`config.mk`:
```
export PLATFORM = sky130hd
export DESIGN_NAME = pending_event_encoder
export DESIGN_NICKNAME = d
export VERILOG_FILES = /design/src/rtl/pending_event_encoder_pkg.sv /design/src/rtl/pick_encoder_32to5.sv /design/src/rtl/pending_event_encoder.sv
export SDC_FILE = /design/constraint.sdc
export NUM_CORES = 1
export LEC_CHECK = 0
export CAP_MARGIN = 10
export CORE_MARGIN = 4
export CORE_UTILIZATION = 35
export CTS_CLUSTER_SIZE = 30
export DETAILED_ROUTE_END_ITERATION = 12
export MAX_ROUTING_LAYER = met4
export PLACE_DENSITY = 0.65
export SYNTH_ARGS = -nofsm -noshare
export SYNTH_HDL_FRONTEND = slang
export SYNTH_SLANG_ARGS = --single-unit
```
`constraint.sdc`:
```
create_clock -name clock -period 2 [get_ports clock]
set_input_delay 0.3 -clock clock [delete_from_list [all_inputs] [get_ports clock]]
set_output_delay 0.3 -clock clock [all_outputs]
set_load 0.1 [all_outputs]
```
`src/rtl/pending_event_encoder_pkg.sv`:
```
// Shared sizes, state encoding and helpers for the pending event encoder.
package pending_event_encoder_pkg;
  localparam int N_REQ = 32;
  localparam int IDX_W = 5;

  localparam logic [0:0] EMPTY = 1'b0;
  localparam logic [0:0] VALID = 1'b1;

  function automatic logic [N_REQ-1:0] idx_onehot(input logic [IDX_W-1:0] idx);
    logic [N_REQ-1:0] oh;
    oh = '0;
    oh[idx] = 1'b1;
    return oh;
  endfunction
endpackage

```
`src/rtl/pick_encoder_32to5.sv`:
```
// Combinational 32-to-5 picker: lowest set bit at or above base (rr=1) or from bit 0 (rr=0).
module pick_encoder_32to5
  import pending_event_encoder_pkg::*;
(
  input  logic [N_REQ-1:0] cand,
  input  logic [IDX_W-1:0] base,
  input  logic             rr,
  output logic [IDX_W-1:0] idx,
  output logic             any
);

  logic [IDX_W-1:0] shift;
  logic [N_REQ-1:0] rot;
  logic [IDX_W-1:0] enc;

  always_comb begin
    shift = rr ? base : '0;
    // Rotate so that bit 'shift' lands at position 0; a shift of 32 yields zero.
    rot = (cand >> shift) | (cand << (6'd32 - {1'b0, shift}));
    enc = '0;
    for (int i = N_REQ - 1; i >= 0; i--) begin
      if (rot[i]) enc = i[IDX_W-1:0];
    end
    idx = enc + shift;
    any = |cand;
  end

endmodule

```
`src/rtl/pending_event_encoder.sv`:
```
// Sticky request latch with one-at-a-time index dispatch over a valid/ready handshake.
module pending_event_encoder
  import pending_event_encoder_pkg::*;
#(
  parameter int ROUND_ROBIN = 0
) (
  input  logic             clock,
  input  logic             reset,
  input  logic             en,
  input  logic [N_REQ-1:0] req_in,
  input  logic             clr_all,
  input  logic             out_ready,
  output logic             out_valid,
  output logic [IDX_W-1:0] out_idx,
  output logic [N_REQ-1:0] pending,
  output logic             dup
);

  localparam logic RR = (ROUND_ROBIN != 0);

  logic [0:0]       state;
  logic [IDX_W-1:0] ptr;
  logic             accept;
  logic [N_REQ-1:0] set;
  logic [N_REQ-1:0] clear;
  logic [N_REQ-1:0] cand;
  logic [IDX_W-1:0] sel;
  logic             any;

  assign out_valid = (state == VALID);
  assign accept    = out_valid & out_ready;
  assign set       = req_in & {N_REQ{en}};
  assign clear     = accept ? idx_onehot(out_idx) : '0;
  // Selection sees only registered pending bits; this cycle's requests wait a cycle.
  assign cand      = pending & ~clear;

  pick_encoder_32to5 u_pick (
    .cand (cand),
    .base (ptr),
    .rr   (RR),
    .idx  (sel),
    .any  (any)
  );

  always_ff @(posedge clock or posedge reset) begin
    if (reset) begin
      pending <= '0;
      state   <= EMPTY;
      out_idx <= '0;
      dup     <= 1'b0;
      ptr     <= '0;
    end else if (clr_all) begin
      pending <= '0;
      state   <= EMPTY;
      dup     <= 1'b0;
    end else begin
      pending <= (pending & ~clear) | set;
      dup     <= |(set & pending & ~clear);
      if (RR && accept) ptr <= out_idx + 5'd1;
      if (state == EMPTY) begin
        if (any) begin
          out_idx <= sel;
          state   <= VALID;
        end
      end else if (out_ready) begin
        if (any) out_idx <= sel;
        else     state   <= EMPTY;
      end
    end
  end

endmodule

```
Word level (Yosys, flattened, before mapping)

Index checks and enable logic that the tools add are counted.

Register bits after elaboration: 39
Word-level logic and storage cells: 63
Input port bits: 37

Mux-type cells: 44
Eq/ne operators: 1
Bitwise gates (word level): 8
Magnitude comparators: 2
Reduce and logical (&&, ||, !) cells: 4

Operators with widths:

| kind                 | number |
|---|---|
| $mux W5              | 35 |
| $and A32 B32 Y32     | 4 |
| $mux W32             | 2 |
| $reduce_or A32 Y1    | 2 |
| $not A32 Y32         | 1 |
| $or A32 B32 Y32      | 1 |
| $lt A5 B6 Y1 const B | 1 |
| $mux W1              | 6 |
| $demux W1 S5         | 1 |
| $ge A5 B1 Y1 const B | 1 |
| $ne A2 B2 Y1 const B | 1 |
| $reduce_and A2 Y1    | 1 |
| $and A1 B1 Y1        | 1 |
| $logic_and A1 B1 Y1  | 1 |
| $not A1 Y1           | 1 |

Depth between registers and ports, before layout

Gate-level depths: netlist of the first run.

Depth in word-level cells: 42
Depth in mapped cells: 8

By module

A second synthesis of the first run with hierarchy kept.

Cells, all modules: 917
Area, all modules: 7216.9 um2

By module, submodules not included:

| module                | sequential area each (um2) | instances | area each (um2) | cells an instance |
|---|---|---|---|---|
| pick_encoder_32to5    | 0.0                        | 1         | 5141.2          | 703 |
| pending_event_encoder | 975.9                      | 1         | 2075.7          | 214 |

Least setup slack after synthesis of the first run

Ideal clock, no wire load.

Kind: reg-to-reg
Start: register state (netlist: out_valid)
End: register out_idx[2]
Setup time: 0.128 ns
Stages on the path, launching flop included: 7
Path slack: -0.896 ns
Period minus slack after synthesis: 2.896 ns
Arrival: 2.767 ns
Path through: dfrtp_1 -> nand4_2 -> o21ai_1 -> nand4_1 -> nor4_4 -> a31oi_4 -> mux2_1

Longest elaborated chain between the ends: 39
Elaborated cells between the ends (all ways): 42
Classes of those cells: eq/ne: 1; mux: 36; bitwise: 3; reduce/logical: 2

Ends and longest elaborated chain:

| what                     | line                                                     | text |
|---|---|---|
| start: declaration       | pending_event_encoder.sv:21                              | `logic [0:0] state;` |
| start signal: assignment | pending_event_encoder.sv:48                              | `state <= EMPTY;` |
| start signal: assignment | pending_event_encoder.sv:54                              | `state <= EMPTY;` |
| start signal: assignment | pending_event_encoder.sv:63                              | `state <= VALID;` |
| $and A1 B1 Y1            | pending_event_encoder.sv:31                              | `assign accept = out_valid & out_ready;` |
| $mux W32                 | pending_event_encoder.sv:33                              | `assign clear = accept ? idx_onehot(out_idx) : '0;` |
| $not A32 Y32             | pending_event_encoder.sv:35                              | `assign cand = pending & ~clear;` |
| $and A32 B32 Y32         | pending_event_encoder.sv:35                              |  |
| $mux W5 (32 in a row)    | pick_encoder_32to5.sv:22                                 | `if (rot[i]) enc = i[IDX_W-1:0];` |
| $mux W5                  | pending_event_encoder.sv:61, pending_event_encoder.sv:66 |  |
| $mux W5                  | pending_event_encoder.sv:65                              | `end else if (out_ready) begin` |
| $mux W5                  | pending_event_encoder.sv:60                              | `if (state == EMPTY) begin` |
| end signal: assignment   | pending_event_encoder.sv:62                              | `out_idx <= sel;` |
| end signal: assignment   | pending_event_encoder.sv:66                              | `if (any) out_idx <= sel;` |
| end: declaration         | pending_event_encoder.sv:14                              | `output logic [IDX_W-1:0] out_idx,` |

Several ways; a longest one is shown, not always the timed one. The select of a mux whose other input is x is not followed.
A chain may end at the register's enable or synchronous reset.

Worst setup path in the final report of the first run

Start: register out_idx[2]
End: register out_idx[0]

Longest elaborated chain between the ends: 42
Elaborated cells between the ends (all ways): 44
Classes of those cells: order compare: 2; mux: 38; bitwise: 2; reduce/logical: 2

Ends and longest elaborated chain:

| what                                                                      | line                                                     | text |
|---|---|---|
| $lt A5 B6 Y1 (implied by the code) / $ge A5 B1 Y1 (equally long branches) | pending_event_encoder_pkg.sv:12                          | `oh[idx] = 1'b1;` |
| $logic_and A1 B1 Y1 (implied by the code)                                 | pending_event_encoder_pkg.sv:12                          |  |
| $mux W1 (implied by the code)                                             | pending_event_encoder_pkg.sv:12                          |  |
| $demux W1 S5 *                                                            | pending_event_encoder_pkg.sv:12                          |  |
| $mux W32 *                                                                | pending_event_encoder.sv:33                              |  |
| $not A32 Y32 *                                                            | pending_event_encoder.sv:35                              |  |
| $and A32 B32 Y32 *                                                        | pending_event_encoder.sv:35                              |  |
| $mux W5 (32 in a row)                                                     | pick_encoder_32to5.sv:22                                 |  |
| $mux W5 *                                                                 | pending_event_encoder.sv:61, pending_event_encoder.sv:66 |  |
| $mux W5                                                                   | pending_event_encoder.sv:65                              |  |
| $mux W5 *                                                                 | pending_event_encoder.sv:60                              |  |

Every way passes the cells marked *; elsewhere a longest branch is shown, timed or not. The select of a mux whose other input is x is not followed.

==> report_table.html, run 1 <==
<table>
<tr><th>Metric</th><th>Value</th></tr>
<tr><th colspan="2">Run status</th></tr>
<tr><td>Outcome</td><td>finished, violations left</td></tr>
<tr><td>Violated checks</td><td>negative setup slack</td></tr>
<tr><th colspan="2">STA</th></tr>
<tr><td>Fin worst setup slack</td><td>-0.361 ns</td></tr>
<tr><td>Post-route clock period utilization</td><td>118%</td></tr>
<tr><td>Final critical-path required period</td><td>2.36 ns</td></tr>
<tr><td>Final TNS setup</td><td>-2.23 ns</td></tr>
<tr><td>Max transition margin</td><td>66.0%</td></tr>
<tr><td>RSZ-0062 raised after global routing</td><td>true</td></tr>
<tr><td>Worst clock skew</td><td>0.00573 ns</td></tr>
<tr><td>Hold Violations, Final</td><td>0</td></tr>
<tr><td>Fin. max-slew vios</td><td>0</td></tr>
<tr><td>Maximum achievable frequency</td><td>423 MHz</td></tr>
<tr><td>Finish-stage setup viols</td><td>7</td></tr>
<tr><td>Slew at the pin closest to its max-slew limit</td><td>0.509 ns</td></tr>
<tr><th colspan="2">Cells and area</th></tr>
<tr><td>Most frequent standard cell in the layout excluding fill and tap cells</td><td>buf_4</td></tr>
<tr><td>Layout overhead on the synthesized area</td><td>74.1%</td></tr>
<tr><td>Utilization after layout</td><td>62.6%</td></tr>
<tr><td>Share of final-layout standard cells stronger than drive strength 1</td><td>44.1%</td></tr>
<tr><td>Number of inserted filler cells in the final layout</td><td>592</td></tr>
<tr><td>ANT cells</td><td>0</td></tr>
<tr><td>Final standard cell area without fillers</td><td>4250 um2</td></tr>
<tr><td>Number of nets in the layout</td><td>488</td></tr>
<tr><td>Commonest cells after routing, fill and taps aside</td><td>buf_4, nand2_1, clkdlybuf4s50_1</td></tr>
<tr><th colspan="2">Clocking</th></tr>
<tr><td>Clock network latency to the later pin of the worst-skew pair</td><td>0.29 ns</td></tr>
<tr><td>Count of hold buffers inserted by post-cts repair</td><td>0</td></tr>
<tr><td>Maximum buffer depth of the clock tree</td><td>2</td></tr>
<tr><td>Htree depth</td><td>2</td></tr>
<tr><td>TritonCTS clock tree</td><td>built</td></tr>
<tr><td>Number of buffers created by CTS</td><td>5</td></tr>
<tr><td>CTS Sinks</td><td>39</td></tr>
<tr><td>Clock transition time at the flip-flop clock pins of the worst setup and hold paths</td><td>0.08 ns</td></tr>
<tr><td>Clock tree root driver cell</td><td>clkbuf_8</td></tr>
<tr><th colspan="2">Yosys</th></tr>
<tr><td>FF+latch count, synth</td><td>39</td></tr>
<tr><td>Top cell type's share of synthesized area</td><td>40.0%</td></tr>
<tr><td>Post-synth top flop</td><td>dfrtp_1</td></tr>
<tr><td>Number of warnings issued by yosys</td><td>0</td></tr>
<tr><td>Number of nets in the synthesized netlist</td><td>321</td></tr>
<tr><td>Number of flops mapped to enable cells by yosys</td><td>0</td></tr>
<tr><td>Portion of the post-synthesis area used by sequential elements</td><td>40.0%</td></tr>
<tr><td>Number of instances in the synthesized netlist</td><td>284</td></tr>
<tr><td>Synth Area per Inst</td><td>8.60 um2</td></tr>
<tr><td>Cell taking the most area after synthesis</td><td>dfrtp_1</td></tr>
<tr><td>Async set-reset flop share out of synthesis</td><td>100%</td></tr>
<tr><td>Most area-consuming cells after synthesis</td><td>dfrtp_1, a21oi_1, nand2_1</td></tr>
<tr><td>Netlist cell types</td><td>51</td></tr>
<tr><td>Synthesized area</td><td>2440 um2</td></tr>
<tr><th colspan="2">Critical path</th></tr>
<tr><td>Beginning of the worst register-to-register path</td><td>out_idx[2]</td></tr>
<tr><td>Endpoint of the worst register-to-register path</td><td>out_idx[0]</td></tr>
<tr><td>Arrival time at the worst endpoint</td><td>2.57 ns</td></tr>
<tr><td>Worst EP required</td><td>2.21 ns</td></tr>
<tr><td>Launching element type of the critical path</td><td>flip-flop</td></tr>
<tr><td>Cell with the most instances on the worst path</td><td>buf_6</td></tr>
<tr><td>Length in cells of the worst reg-to-reg path</td><td>9</td></tr>
<tr><td>CP max stage delay</td><td>0.53 ns</td></tr>
<tr><td>Category of the worst setup path capture point</td><td>flip-flop</td></tr>
<tr><td>Worst path slowest cell</td><td>dfrtp_4</td></tr>
<tr><td>Count of buffer and inverter cells on the critical path</td><td>2</td></tr>
<tr><td>Worst-path maximum fanout</td><td>7</td></tr>
<tr><td>Worst R2R Setup Slack</td><td>-0.36 ns</td></tr>
<tr><td>Top delay family on crit path</td><td>simple AND/OR/NAND/NOR gates</td></tr>
<tr><td>Critical path, cell by cell</td><td>or3b_4 &gt; buf_6 &gt; o21ai_4 &gt; buf_6 &gt; and3_4 &gt; o211ai_1 &gt; o21ai_2 &gt; nand4_1 &gt; a31oi_1</td></tr>
<tr><td>Stages on the worst setup path</td><td>9</td></tr>
<tr><td>Type of the worst setup path</td><td>flip-flop to flip-flop</td></tr>
<tr><th colspan="2">Floorplan</th></tr>
<tr><td>I/O pin count</td><td>76</td></tr>
<tr><td>Horizontal extent of the die</td><td>91.5 um</td></tr>
<tr><td>Core region area</td><td>6790 um2</td></tr>
<tr><td>Initial core utilization</td><td>35.9%</td></tr>
<tr><td># rows</td><td>30</td></tr>
<tr><td>Die area</td><td>8380 um2</td></tr>
<tr><td>Die Ht</td><td>91.5 um</td></tr>
<tr><th colspan="2">Pwr</th></tr>
<tr><td>IR drop worst, VDD</td><td>0.000336 V</td></tr>
<tr><td>Overall power after layout</td><td>3.09 mW</td></tr>
<tr><td>Leakage power summed over all cells</td><td>1.96 nW</td></tr>
<tr><td>Areal power density over the cells</td><td>728 nW/um2</td></tr>
<tr><th colspan="2">Detailed routing</th></tr>
<tr><td>Ratio of routed vias to standard cells</td><td>5.31</td></tr>
<tr><td>Antenna viol nets, final</td><td>0</td></tr>
<tr><td>Total vias in the final route</td><td>2904</td></tr>
<tr><td>Number of detailed-route iterations in the first pass</td><td>5</td></tr>
<tr><td>DRC violation count after routing</td><td>0</td></tr>
<tr><td>WL/cell</td><td>18.9 um</td></tr>
<tr><td>Sum of routed wire length over all layers</td><td>10300 um</td></tr>
<tr><td>Drt initial violations</td><td>150</td></tr>
<tr><th colspan="2">Global route</th></tr>
<tr><td>Via count of the first global-routing pass</td><td>3005</td></tr>
<tr><td>First-pass GRT wire length</td><td>16200 um</td></tr>
<tr><td>Aggregate global-route resource usage</td><td>25.7%</td></tr>
<tr><td>Initial antenna violation count</td><td>0</td></tr>
<tr><td>Pin count of the biggest net entering global routing</td><td>35</td></tr>
<tr><td>Total gr overflow</td><td>0</td></tr>
<tr><th colspan="2">Placed design</th></tr>
<tr><td>Final HPWL from detailed placement</td><td>7640 um</td></tr>
<tr><td>Total cell area at the placement stage</td><td>3840 um2</td></tr>
<tr><td>Last weighted congestion value of the routability-driven placer</td><td>0.925</td></tr>
<tr><td>Number of input and output port buffers inserted</td><td>75</td></tr>
<tr><th colspan="2">Worst hold path</th></tr>
<tr><td>HP Class</td><td>primary input to async pin</td></tr>
<tr><th colspan="2">Job</th></tr>
<tr><td>Count of maximum capacitance violations</td><td>0</td></tr>
</table>
state kept, by name, indices dropped and copies added (netlist names):
name,flops
dup,1
out_idx,5
out_valid,1
pending,32
cell usage after synthesis (2+ instances only):
cell type   n
o21ai_2     8
nand2b_1    2
o21a_1      6
nand4b_2    2
o22ai_1     9
o211ai_1    4
nor4_1      2
nor2b_1     3
a211oi_1    3
inv_1      28
nand2_1    44
o21ai_4     3
a31oi_1     4
clkbuf_1    7
nand4_1     7
o21ai_1    19
a221oi_1    3
nand3b_1    3
mux2_1      2
nand3_1     5
o21ai_0     6
or3b_4      2
nor2_1      9
a21oi_1    34
dfrtp_1    39
nand4_2     4
buf_4       2
metrics by stage:
step	hold slack, ns	cells	setup WS [ns]
5_1_grt	0.350	547	-0.462
6_report	0.326	547	-0.361
2_1_floorplan	0.441	284	-0.396
3_3_place_gp	0.606	522	-0.820
3_5_place_dp	0.612	522	-0.804
4_1_cts	0.338	543	-0.344
layer usage:
metal | GRT usage, % | routed length (um) | vias to the layer above | part of all wire, %
met2 | 42.4 | 4980 | 132 | 48
met4 | 7.16 | 212 | 0 | 2.1
met3 | 4.39 | 697 | 14 | 6.7
li1 | - | - | 1369 | -
met1 | 32.3 | 4440 | 1389 | 43
met5 | - | 0 | - | 0
how the worst max path moves through the flow:
stage | from | to
floorplan | out_idx[0] | out_idx[1]
global placement | out_ready | out_idx[0]
detailed placement | out_ready | out_idx[0]
CTS | out_idx[2] | out_idx[1]
global route | out_idx[0] | dup
finish | out_idx[2] | out_idx[0]
report_power, final:
group | internal, mW | switching [mW] | leakage, nW
logic | 0.592 | 1.02 | 1.43
registers | 0.870 | 0.0921 | 0.499
clock network | 0.241 | 0.284 | 0.0383
total | 1.70 | 1.39 | 1.96
kinds of logic after synthesis:
group | Yosys count | share of synthesized area [%]
DFF | 39 | 40.0
AOI/OAI and AO/OA | 111 | 30.1
muxes | 2 | 0.922
buffers and inverters | 38 | 6.45
and+or+nand+nor | 94 | 22.5
what timing repair did:
action                     CTS  global route
setup endpoints to repair    7             7
resized for setup           27            16
setup buffers               14             4
cloned                       0             0
pin swaps                   21             9
layout make-up:
type / instances / area [um2] / share of cell area (%)
clock buffers: 7 / 76.3 / 1.79
inverters: 28 / 105 / 2.47
multi-input cells: 207 / 1530 / 36.0
flip-flops and latches: 39 / 998 / 23.5
well taps: 96 / 120 / 2.82
repair buffers: 170 / 1420 / 33.5
(Power assumes the default switching activity.)
==> run 2, diff against run 1 <==
--- a/config.mk
+++ b/config.mk
@@ -8,10 +8,11 @@
 export CAP_MARGIN = 10
 export CORE_MARGIN = 4
 export CORE_UTILIZATION = 35
+export CTS_BUF_LIST = sky130_fd_sc_hd__clkbuf_8
 export CTS_CLUSTER_SIZE = 30
 export DETAILED_ROUTE_END_ITERATION = 12
 export MAX_ROUTING_LAYER = met4
-export PLACE_DENSITY = 0.65
 export SYNTH_ARGS = -nofsm -noshare
 export SYNTH_HDL_FRONTEND = slang
+export SYNTH_HIERARCHICAL = 1
 export SYNTH_SLANG_ARGS = --single-unit
==> report_table.html, run 2 <==
<table>
<tr><th>Metric</th><th>Value</th></tr>
<tr><th colspan="2">Cells and area</th></tr>
<tr><td>Most frequent standard cell in the layout excluding fill and tap cells</td><td>buf_4</td></tr>
<tr><td>Number of inserted filler cells in the final layout</td><td>1931</td></tr>
<tr><td>Share of final-layout standard cells stronger than drive strength 1</td><td>35.0%</td></tr>
<tr><td>Area used by multi-input combinational logic</td><td>6180 um2</td></tr>
<tr><td>Register containing the most flip-flops in the final layout</td><td>pending</td></tr>
<tr><td>Footprint of the flip-flops and latches</td><td>1000 um2</td></tr>
<tr><td>Commonest cells after routing, fill and taps aside</td><td>buf_4, a21oi_1, nand2_1</td></tr>
<tr><td>Number of flip-flops in the largest register</td><td>32</td></tr>
<tr><td>Layout overhead on the synthesized area</td><td>38.6%</td></tr>
<tr><td>Top Registers</td><td>pending (32), out_idx (5)</td></tr>
<tr><td>Utilization after layout</td><td>49.4%</td></tr>
<tr><td>ANT cells</td><td>0</td></tr>
<tr><td>Number of nets in the layout</td><td>1169</td></tr>
<tr><th colspan="2">Run status</th></tr>
<tr><td>Outcome</td><td>finished, violations left</td></tr>
<tr><td>Violated checks</td><td>negative setup slack</td></tr>
<tr><th colspan="2">Critical path</th></tr>
<tr><td>Origin of the worst setup path</td><td>out_idx[1]</td></tr>
<tr><td>Category of the worst setup path capture point</td><td>flip-flop</td></tr>
<tr><td>Beginning of the worst register-to-register path</td><td>out_idx[1]</td></tr>
<tr><td>Worst-path maximum fanout</td><td>4</td></tr>
<tr><td>Arrival time at the worst endpoint</td><td>4.31 ns</td></tr>
<tr><td>Launching element type of the critical path</td><td>flip-flop</td></tr>
<tr><td>Type of the worst setup path</td><td>flip-flop to flip-flop</td></tr>
<tr><td>Worst EP required</td><td>2.24 ns</td></tr>
<tr><th colspan="2">STA</th></tr>
<tr><td>Final TNS setup</td><td>-10.33 ns</td></tr>
<tr><td>Finish-stage setup viols</td><td>7</td></tr>
<tr><td>RSZ-0062 raised after global routing</td><td>true</td></tr>
<tr><td>Max transition margin</td><td>39.0%</td></tr>
<tr><td>Maximum achievable frequency</td><td>246 MHz</td></tr>
<tr><td>Post-route clock period utilization</td><td>203%</td></tr>
<tr><td>Fin worst setup slack</td><td>-2.07 ns</td></tr>
<tr><td>Slew at the pin closest to its max-slew limit</td><td>0.892 ns</td></tr>
<tr><td>Fin. max-slew vios</td><td>0</td></tr>
<tr><td>Final critical-path required period</td><td>4.07 ns</td></tr>
<tr><td>Hold Violations, Final</td><td>0</td></tr>
<tr><td>Worst clock skew</td><td>0.0102 ns</td></tr>
<tr><th colspan="2">Worst hold path</th></tr>
<tr><td>HP Class</td><td>primary input to async pin</td></tr>
<tr><th colspan="2">Detailed routing</th></tr>
<tr><td>Ratio of routed vias to standard cells</td><td>6.51</td></tr>
<tr><td>Drt initial violations</td><td>1481</td></tr>
<tr><td>Sum of routed wire length over all layers</td><td>35100 um</td></tr>
<tr><td>Number of detailed-route iterations in the first pass</td><td>6</td></tr>
<tr><td>WL/cell</td><td>25.2 um</td></tr>
<tr><td>DRC violation count after routing</td><td>0</td></tr>
<tr><td>Total vias in the final route</td><td>9092</td></tr>
<tr><td>Antenna viol nets, final</td><td>0</td></tr>
<tr><th colspan="2">Placed design</th></tr>
<tr><td>Last weighted congestion value of the routability-driven placer</td><td>1.00</td></tr>
<tr><td>Number of input and output port buffers inserted</td><td>75</td></tr>
<tr><td>Final HPWL from detailed placement</td><td>25900 um</td></tr>
<tr><th colspan="2">Yosys</th></tr>
<tr><td>Post-synth top flop</td><td>dfrtp_1</td></tr>
<tr><td>Commonest cells in the synthesized netlist</td><td>a21oi_1, nand2_1, nor2_1, mux2i_1, dfrtp_1</td></tr>
<tr><td>Cell taking the most area after synthesis</td><td>dfrtp_1</td></tr>
<tr><td>Top cell type's share of synthesized area</td><td>13.5%</td></tr>
<tr><td>Portion of the post-synthesis area used by sequential elements</td><td>13.5%</td></tr>
<tr><td>Synth Area per Inst</td><td>7.87 um2</td></tr>
<tr><td>Cell with the most instances after synthesis</td><td>a21oi_1</td></tr>
<tr><td>Async set-reset flop share out of synthesis</td><td>100%</td></tr>
<tr><td>Number of instances in the synthesized netlist</td><td>917</td></tr>
<tr><td>FF+latch count, synth</td><td>39</td></tr>
<tr><td>Most area-consuming cells after synthesis</td><td>dfrtp_1, mux4_2, mux2i_1</td></tr>
<tr><td>Number of warnings issued by yosys</td><td>16</td></tr>
<tr><td>Number of flops mapped to enable cells by yosys</td><td>0</td></tr>
<tr><td>Synthesized area</td><td>7220 um2</td></tr>
<tr><td>Netlist cell types</td><td>91</td></tr>
<tr><th colspan="2">Global route</th></tr>
<tr><td>Via count of the first global-routing pass</td><td>8687</td></tr>
<tr><td>Pin count of the biggest net entering global routing</td><td>61</td></tr>
<tr><td>Total gr overflow</td><td>0</td></tr>
<tr><td>Initial antenna violation count</td><td>0</td></tr>
<tr><td>First-pass GRT wire length</td><td>52400 um</td></tr>
<tr><td>Aggregate global-route resource usage</td><td>30.7%</td></tr>
<tr><th colspan="2">Job</th></tr>
<tr><td>Count of maximum capacitance violations</td><td>0</td></tr>
<tr><th colspan="2">Floorplan</th></tr>
<tr><td>Die area</td><td>23000 um2</td></tr>
<tr><td># rows</td><td>52</td></tr>
<tr><td>Initial core utilization</td><td>35.7%</td></tr>
<tr><td>Core region area</td><td>20200 um2</td></tr>
<tr><td>Horizontal extent of the die</td><td>152 um</td></tr>
<tr><td>Die Ht</td><td>152 um</td></tr>
<tr><td>I/O pin count</td><td>76</td></tr>
<tr><th colspan="2">Clocking</th></tr>
<tr><td>Clock transition time at the flip-flop clock pins of the worst setup and hold paths</td><td>0.09 ns</td></tr>
<tr><td>Number of buffers created by CTS</td><td>5</td></tr>
<tr><td>Count of hold buffers inserted by post-cts repair</td><td>0</td></tr>
<tr><td>CTS Sinks</td><td>39</td></tr>
<tr><td>Maximum buffer depth of the clock tree</td><td>2</td></tr>
<tr><td>Clock network latency to the later pin of the worst-skew pair</td><td>0.30 ns</td></tr>
<tr><td>Clock tree root driver cell</td><td>clkbuf_8</td></tr>
<tr><td>Htree depth</td><td>2</td></tr>
<tr><td>TritonCTS clock tree</td><td>built</td></tr>
<tr><th colspan="2">Pwr</th></tr>
<tr><td>Areal power density over the cells</td><td>657 nW/um2</td></tr>
<tr><td>IR drop worst, VDD</td><td>0.000436 V</td></tr>
<tr><td>Leakage power summed over all cells</td><td>4.31 nW</td></tr>
</table>
run 2: cell types whose count changed after synthesis, moves of 17 or more:
| cell | change |
|---|---|
| a21boi_0 | +25 |
| a21oi_1 | +44 |
| and2_1 | +21 |
| and3_1 | +19 |
| buf_2 | +32 |
| clkbuf_1 | +25 |
| mux2_2 | +18 |
| mux2i_1 | +61 |
| mux4_2 | +34 |
| nand2_1 | +29 |
| nand3_1 | +30 |
| nor2_1 | +60 |
| nor3_1 | +17 |
| o21ai_0 | +31 |
run 2: layout make-up:
type / instances / area share [%]
timing repair buffer: 274 / 22.8
multi-input combinational: 783 / 61.8
tap: 270 / 3.38
inverter: 23 / 0.863
sequential: 39 / 10.0
clock buffer: 6 / 0.826
clock inverter: 2 / 0.350
run 2: metrics by stage:
stage | power (mW) | setup WS, ns | hold WS [ns] | cell area [um2] | instances
2_1_floorplan | 3.62 | -1.96 | 0.451 | 7370 | 937
3_3_place_gp | 5.04 | -2.22 | 0.621 | 9150 | 1359
3_5_place_dp | 5.05 | -2.30 | 0.620 | 9150 | 1359
4_1_cts | 6.11 | -1.97 | 0.435 | 9720 | 1389
5_1_grt | 6.83 | -2.21 | 0.477 | 10000 | 1397
6_report | 6.57 | -2.07 | 0.411 | 10000 | 1397
run 2: kinds of logic (layout without fill, tap and decap cells):
group                      Yosys count  after routing  synth area share (%)
buffers and inverters              115            305                  8.11
adders and majority gates            6              6                  1.14
DFF                                 39             39                  13.5
muxes                              114            114                  22.0
other                                1             21                0.0520
xor gates and xnor gates             4              4                 0.485
AOI/OAI and AO/OA                  311            311                  30.6
and+or+nand+nor                    327            327                  24.1
run 2: worst max-delay path, stage by stage, from the launching register on:
cell	delay (ns)
dfrtp_4	0.50
and4bb_2	0.35
buf_4	0.12
buf_4	0.11
a21boi_0	0.07
buf_4	0.17
o22ai_1	0.22
a2111oi_2	0.14
a222oi_1	0.35
o31ai_1	0.17
or4_1	0.62
a2111o_1	0.35
a31o_1	0.21
fa_1	0.42
inv_1	0.07
mux2_4	0.13
run 2: layer usage:
metal  wire (um)  part of all wire (%)  up-vias  GRT usage [%]
li1            -                     -     3955              -
met1       14300                    41     4343           41.1
met2       15400                    44      655           46.4
met3        3430                   9.8      139           3.84
met4        1930                   5.5        0           13.9
met5           0                     0        -              -
run 2: final timing paths:
check / slack [ns] / endpoint / cells past startpoint
max in group asynchronous: 1.19 / out_idx[0] / 3
worst max-delay path: -2.07 / out_idx[1] / 15
worst max register to register: -2.07 / out_idx[1] / 15
worst min register to register: 0.64 / out_idx[4] / 1
worst min-delay path: 0.41 / pending[25] / 3
min in group clock: 0.64 / pending[4] / 3
run 2: what timing repair did:
item | 4_1_cts | 5_1_grt
buffers inserted | 23 | 8
setup endpoints to repair | 8 | 12
resized for setup | 71 | 47
pin swaps | 23 | 19
run 2: power by group:
group / switching (mW) / internal, mW / total [mW] / leakage [nW]
Clock: 0.310 / 0.404 / 0.714 / 0.0612
Combinational: 2.86 / 1.99 / 4.85 / 3.75
Sequential: 0.0926 / 0.910 / 1.00 / 0.498
